**src/rtl/jimbo_bus_responder.sv**
```systemverilog
// rtl/jimbo_bus_responder.sv - jimbo pin-bus target: nibble RAM plus GPIO/timer/scratch I/O window
`timescale 1ns/1ps
module jimbo_bus_responder #(
  parameter int          RAM_AW   = 6,
  parameter logic [11:0] RAM_BASE = 12'h000,
  parameter logic [11:0] IO_BASE  = 12'hFF0,
  parameter int          PRESCALE = 1
) (
  input  logic        clk,
  input  logic        rst,
  input  logic [11:0] bus_addr,
  input  logic        bus_rw,
  input  logic [3:0]  bus_wdata,
  output logic [3:0]  bus_rdata,
  output logic        bus_rdata_oe,
  input  logic [3:0]  gpio_in,
  output logic [3:0]  gpio_out
);

  localparam logic [7:0] PS_LAST = 8'(PRESCALE - 1);

  logic [3:0]        ram [0:(1<<RAM_AW)-1];
  logic              io_hit;
  logic              ram_hit;
  logic [11:0]       ram_off;
  logic [RAM_AW-1:0] ram_idx;
  logic [3:0]        io_off;
  logic              wr_io;
  logic              rd_io;
  logic              timer_clr;
  logic [3:0]        rd_val;

  logic [3:0] sync1;
  logic [3:0] sync2;
  logic [7:0] cnt;
  logic [7:0] pre;
  logic [3:0] snap;
  logic       en;
  logic [3:0] scratch;

  // I/O window wins over RAM when the two overlap
  assign io_hit    = bus_addr[11:4] == IO_BASE[11:4];
  assign ram_off   = bus_addr - RAM_BASE;
  assign ram_hit   = !io_hit && ((ram_off >> RAM_AW) == 12'd0);
  assign ram_idx   = ram_off[RAM_AW-1:0];
  assign io_off    = bus_addr[3:0];
  assign wr_io     = bus_rw && io_hit;
  assign rd_io     = !bus_rw && io_hit;
  assign timer_clr = wr_io && (io_off == 4'h4) && bus_wdata[1];

  always_comb begin
    rd_val = 4'h0;
    if (io_hit) begin
      case (io_off)
        4'h0:    rd_val = gpio_out;
        4'h1:    rd_val = sync2;
        4'h2:    rd_val = cnt[3:0];
        4'h3:    rd_val = snap;
        4'h4:    rd_val = {3'b000, en};
        4'h5:    rd_val = scratch;
        default: rd_val = 4'h0;
      endcase
    end else if (ram_hit) begin
      rd_val = ram[ram_idx];
    end
  end

  always_ff @(posedge clk) begin
    if (!rst && bus_rw && ram_hit) begin
      ram[ram_idx] <= bus_wdata;
    end
  end

  always_ff @(posedge clk or posedge rst) begin
    if (rst) begin
      bus_rdata    <= 4'h0;
      bus_rdata_oe <= 1'b0;
      gpio_out     <= 4'h0;
      sync1        <= 4'h0;
      sync2        <= 4'h0;
      cnt          <= 8'h00;
      pre          <= 8'h00;
      snap         <= 4'h0;
      en           <= 1'b0;
      scratch      <= 4'h0;
    end else begin
      sync1        <= gpio_in;
      sync2        <= sync1;
      bus_rdata_oe <= ~bus_rw;
      if (!bus_rw) begin
        bus_rdata <= rd_val;
      end
      if (wr_io) begin
        case (io_off)
          4'h0:    gpio_out <= bus_wdata;
          4'h4:    en       <= bus_wdata[0];
          4'h5:    scratch  <= bus_wdata;
          default: ;
        endcase
      end
      // reading the low half freezes the high half so a LO/HI pair is coherent
      if (rd_io && (io_off == 4'h2)) begin
        snap <= cnt[7:4];
      end
      if (timer_clr) begin
        cnt <= 8'h00;
        pre <= 8'h00;
      end else if (en) begin
        if (pre == PS_LAST) begin
          pre <= 8'h00;
          cnt <= cnt + 8'd1;
        end else begin
          pre <= pre + 8'd1;
        end
      end
    end
  end

endmodule
```
**config.mk**
```make
export PLATFORM = sky130hd
export DESIGN_NAME = jimbo_bus_responder
export DESIGN_NICKNAME = d
export VERILOG_FILES = /design/src/rtl/jimbo_bus_responder.sv
export SDC_FILE = /design/constraint.sdc
export NUM_CORES = 1
export LEC_CHECK = 0
export CAP_MARGIN = 30
export CORE_UTILIZATION = 37
export DETAILED_ROUTE_END_ITERATION = 12
export PLACE_DENSITY = 0.57
export REMOVE_ABC_BUFFERS = 1
export SLEW_MARGIN = 0
export SYNTH_ARGS = -nofsm -noshare
export SYNTH_HDL_FRONTEND = slang
export SYNTH_SLANG_ARGS = --single-unit
```
**constraint.sdc**
```tcl
create_clock -name clk -period 1.6 [get_ports clk]
set_clock_uncertainty 0.05 [all_clocks]
set_input_delay 0.24 -clock clk [delete_from_list [all_inputs] [get_ports clk]]
set_output_delay 0.24 -clock clk [all_outputs]
set_load 0.05 [all_outputs]
```
==> results.md, run 1 <==
- Depth of the worst register-to-register path: 4
- Max FO, Critical Path: 1
- Largest net degree at the start of global routing: 67
- FILL cells: 2716
- Initial core utilization: 37.5%
- Commonest cells after routing, fill and taps aside: 256 x edfxtp_1, 149 x buf_4, 64 x mux4_2, 52 x nor2_1, 42 x dfrtp_1
- Status: finished, violations left
- NumNets Final: 930
- Most used DFF post-synth: edfxtp_1
- Final antenna-violating net count: 0
- CTS tree: built
- Hold-fix buffers, CTS: 0
- Placeable Area: 32500 sq um
- Avg Vias per Cell: 5.13
- Power per cell area: 1040 nW/um^2
- Clk Latency, worst-skew pair: 0.56 ns
- WP buf/inv: 0
- I/O Buffers: 31
- Clock root buffer master: clkbuf_16
- Async SR Flop Fraction: 14.1%
- First-pass GRT wire length: 44.1 mm
- Clock tree buffer depth: 3
- Io pins: 32
- Detailed Routing Iterations Pass 1: 5
- Setup crit start kind: register
- Arr. time, crit path: 2.25 ns
- R2R Setup Slk: -0.26 ns
- WL/cell: 21.2 um
- # DRC: 0
- Crit share post-route: 116%
- Final setup vio count: 9
- Design Area, Final: 15700 sq um
- Pleak: 5.51 nW
- Max-cap viol count: 0
- Post-placement cell area: 14200 sq um
- Peak VDD IR: 0.803 mV
- #FFs+latches synth: 298
- Commonest non-fill, non-tap cell in the layout: edfxtp_1
- Cell count after synthesis: 698
- Pre-CTS WS: -0.825 ns
- Failing checks: setup timing
- Share of cells above drive strength 1: 42.0%
- Gr usage total: 17.5%
- Final-report hold violation count: 0
- Worst-margin pin slew: 0.779 ns
- Die area: 33600 sq um
- Post-synthesis cell area: 12200 sq um
- Syn avg cell area: 17.4 sq um
- Via Count: 7032
- H-tree depth: 1
- Unrepaired setup endpoints after global routing: true
- Slew headroom: 48.1%
- CTS buffer count: 31
- Die X: 183 um
- Crit-path max cell delay: 0.52 ns
- Dpl hpwl: 20.2 mm
- Final GP Congestion: 0.850
- Vias in the first global route: 7423
- Hold WC Path Type: input pin to asynchronous set/reset pin
- Worst Setup End Kind: register
- Most frequent CP cell: mux4_2
- CP max stage cell: mux4_2
- Clk sinks: 298
- CTS clk-pin slew, worst paths: 0.06 ns
- Final cell count without fillers: 1370
- Initial antenna violation count: 0
- Number of synthesized flops with an enable pin: 256
- Worst reg2reg path endpoint: bus_rdata[3]
- # diodes: 0
- Synth unique cells: 48
- Total congestion overflow: 0
- Die Height: 183 um
- Count of pins over their slew limit: 0
- P&R area growth vs syn: 29.1%
- Post-layout min period: 1.86 ns
- RR Startpoint: ram[17][3]
- Worst-path cell chain: mux4_2, mux4_2, o2111ai_4, o21ai_2
- Iteration-0 DRC Markers: 504
- Fmax: 0.538 GHz
- Yosys warnings: 0
- Crit Path Category: register to register
- # rows: 66
- Cell family with most CP delay: multiplexers
- Worst path required time: 1.99 ns
- Fin worst setup slack: -0.258 ns
- Wirelength, routed: 29.1 mm
- Placed insts: 1305
- Hold slack final: 0.0850 ns
- Sequential area share after synthesis: 71.8%
[how the worst max path moves through the flow]
stage / from / endpoint / slack (ns) / cells after the start
after global routing: ram[19][3] / bus_rdata[3] / -0.31 / 4
after CTS: ram[31][3] / bus_rdata[3] / -0.29 / 4
after detailed placement: bus_addr[3] / ram[19][1] / -0.82 / 7
after floorplan: bus_addr[9] / ram[54][0] / -0.37 / 5
final: ram[17][3] / bus_rdata[3] / -0.26 / 4
after global placement: bus_addr[3] / ram[19][1] / -0.82 / 7
[per-stage QoR]
step / util [%] / total power [mW] / setup TNS, ns
after global routing: 48.4 / 16.8 / -2.18
after CTS: 47.5 / 16.5 / -0.767
after detailed placement: 43.8 / 9.62 / -187.07
after floorplan: - / 8.98 / -46.70
final: 48.4 / 16.4 / -0.745
after global placement: 43.8 / 9.61 / -197.13
[cells in the mapped netlist, types with 5 or more instances]
library cell | instances | area (sq um)
a21oi_1 | 9 | 45.0
a22oi_1 | 9 | 67.6
and4_1 | 5 | 43.8
buf_2 | 7 | 35.0
buf_4 | 8 | 60.1
clkbuf_1 | 14 | 52.6
dfrtp_1 | 42 | 1050
edfxtp_1 | 256 | 7690
inv_1 | 5 | 18.8
mux2_2 | 13 | 146
mux2i_1 | 19 | 190
mux4_2 | 64 | 1440
nand2_1 | 31 | 116
nand2b_1 | 5 | 31.3
nand3_1 | 25 | 125
nand4_1 | 10 | 62.6
nor2_1 | 84 | 315
nor2b_1 | 13 | 81.3
nor3_1 | 9 | 45.0
o21ai_0 | 5 | 25.0
xor2_1 | 8 | 70.1
[cells by family after synthesis]
kind of cell	after synthesis	share of synthesized area, %
and+or+nand+nor	200	7.73
AOI/OAI and AO/OA	46	2.70
adders and majority gates	3	0.309
buffers and inverters	39	1.58
DFF	298	71.8
xor gates and xnor gates	12	0.864
muxes	100	15.0
[worst register-to-register path, delay by kind of cell, from the launching register on]
family / cells / cell delay, ns
AO/OA/AOI/OAI: 2 / 0.31
multiplexers: 2 / 1.01
flip-flops: 1 / 0.36
[timing repair]
| action | 4_1_cts | 5_1_grt |
|---|---|---|
| buffers inserted | 5 | 3 |
| pin swaps | 13 | 18 |
| setup endpoints to repair | 268 | 221 |
| resized for setup | 55 | 80 |
[flip-flops by register name, summed over array words and instances (netlist names)]
| signal | flops |
|---|---|
| snap | 4 |
| pre | 8 |
| en | 1 |
| ram | 256 |
| bus_rdata_oe | 1 |
| cnt | 8 |
| gpio_out | 4 |
| sync1 | 4 |
| bus_rdata | 4 |
| sync2 | 4 |
| scratch | 4 |
[area by class of cell]
| cell class | instances | area, sq um | area share [%] |
|---|---|---|---|
| flip-flops and latches | 298 | 8740 | 55.6 |
| clock inverters | 24 | 189 | 1.20 |
| multi-input cells | 361 | 3600 | 22.9 |
| inverters | 5 | 18.8 | 0.119 |
| repair buffers | 207 | 1820 | 11.6 |
| clock buffers | 33 | 783 | 4.99 |
| well taps | 442 | 553 | 3.52 |
[layer usage]
metal / vias to the layer above / share of wire [%] / track usage (%)
met5: - / 0 / 0
met4: 0 / 2.2 / 4.47
met3: 47 / 4.5 / 2.52
met2: 182 / 49 / 28.8
met1: 3640 / 45 / 24.5
li1: 3163 / - / -
[power by group]
group | internal, mW | leakage [nW] | switching, mW
clock network | 3.99 | 0.482 | 2.87
registers | 8.46 | 2.82 | 0.0126
logic | 0.455 | 2.21 | 0.580
total | 12.9 | 5.51 | 3.46
Note: power is estimated with default switching activity, not from simulation.
==> run 2, diff against run 1 <==
--- a/config.mk
+++ b/config.mk
@@ -5,7 +5,7 @@
 export SDC_FILE = /design/constraint.sdc
 export NUM_CORES = 1
 export LEC_CHECK = 0
-export CAP_MARGIN = 30
+export CAP_MARGIN = 0
 export CORE_UTILIZATION = 37
 export DETAILED_ROUTE_END_ITERATION = 12
 export PLACE_DENSITY = 0.57
==> results of run 2 <==
Final layout, timing and power as in run 1 (identical DEF).
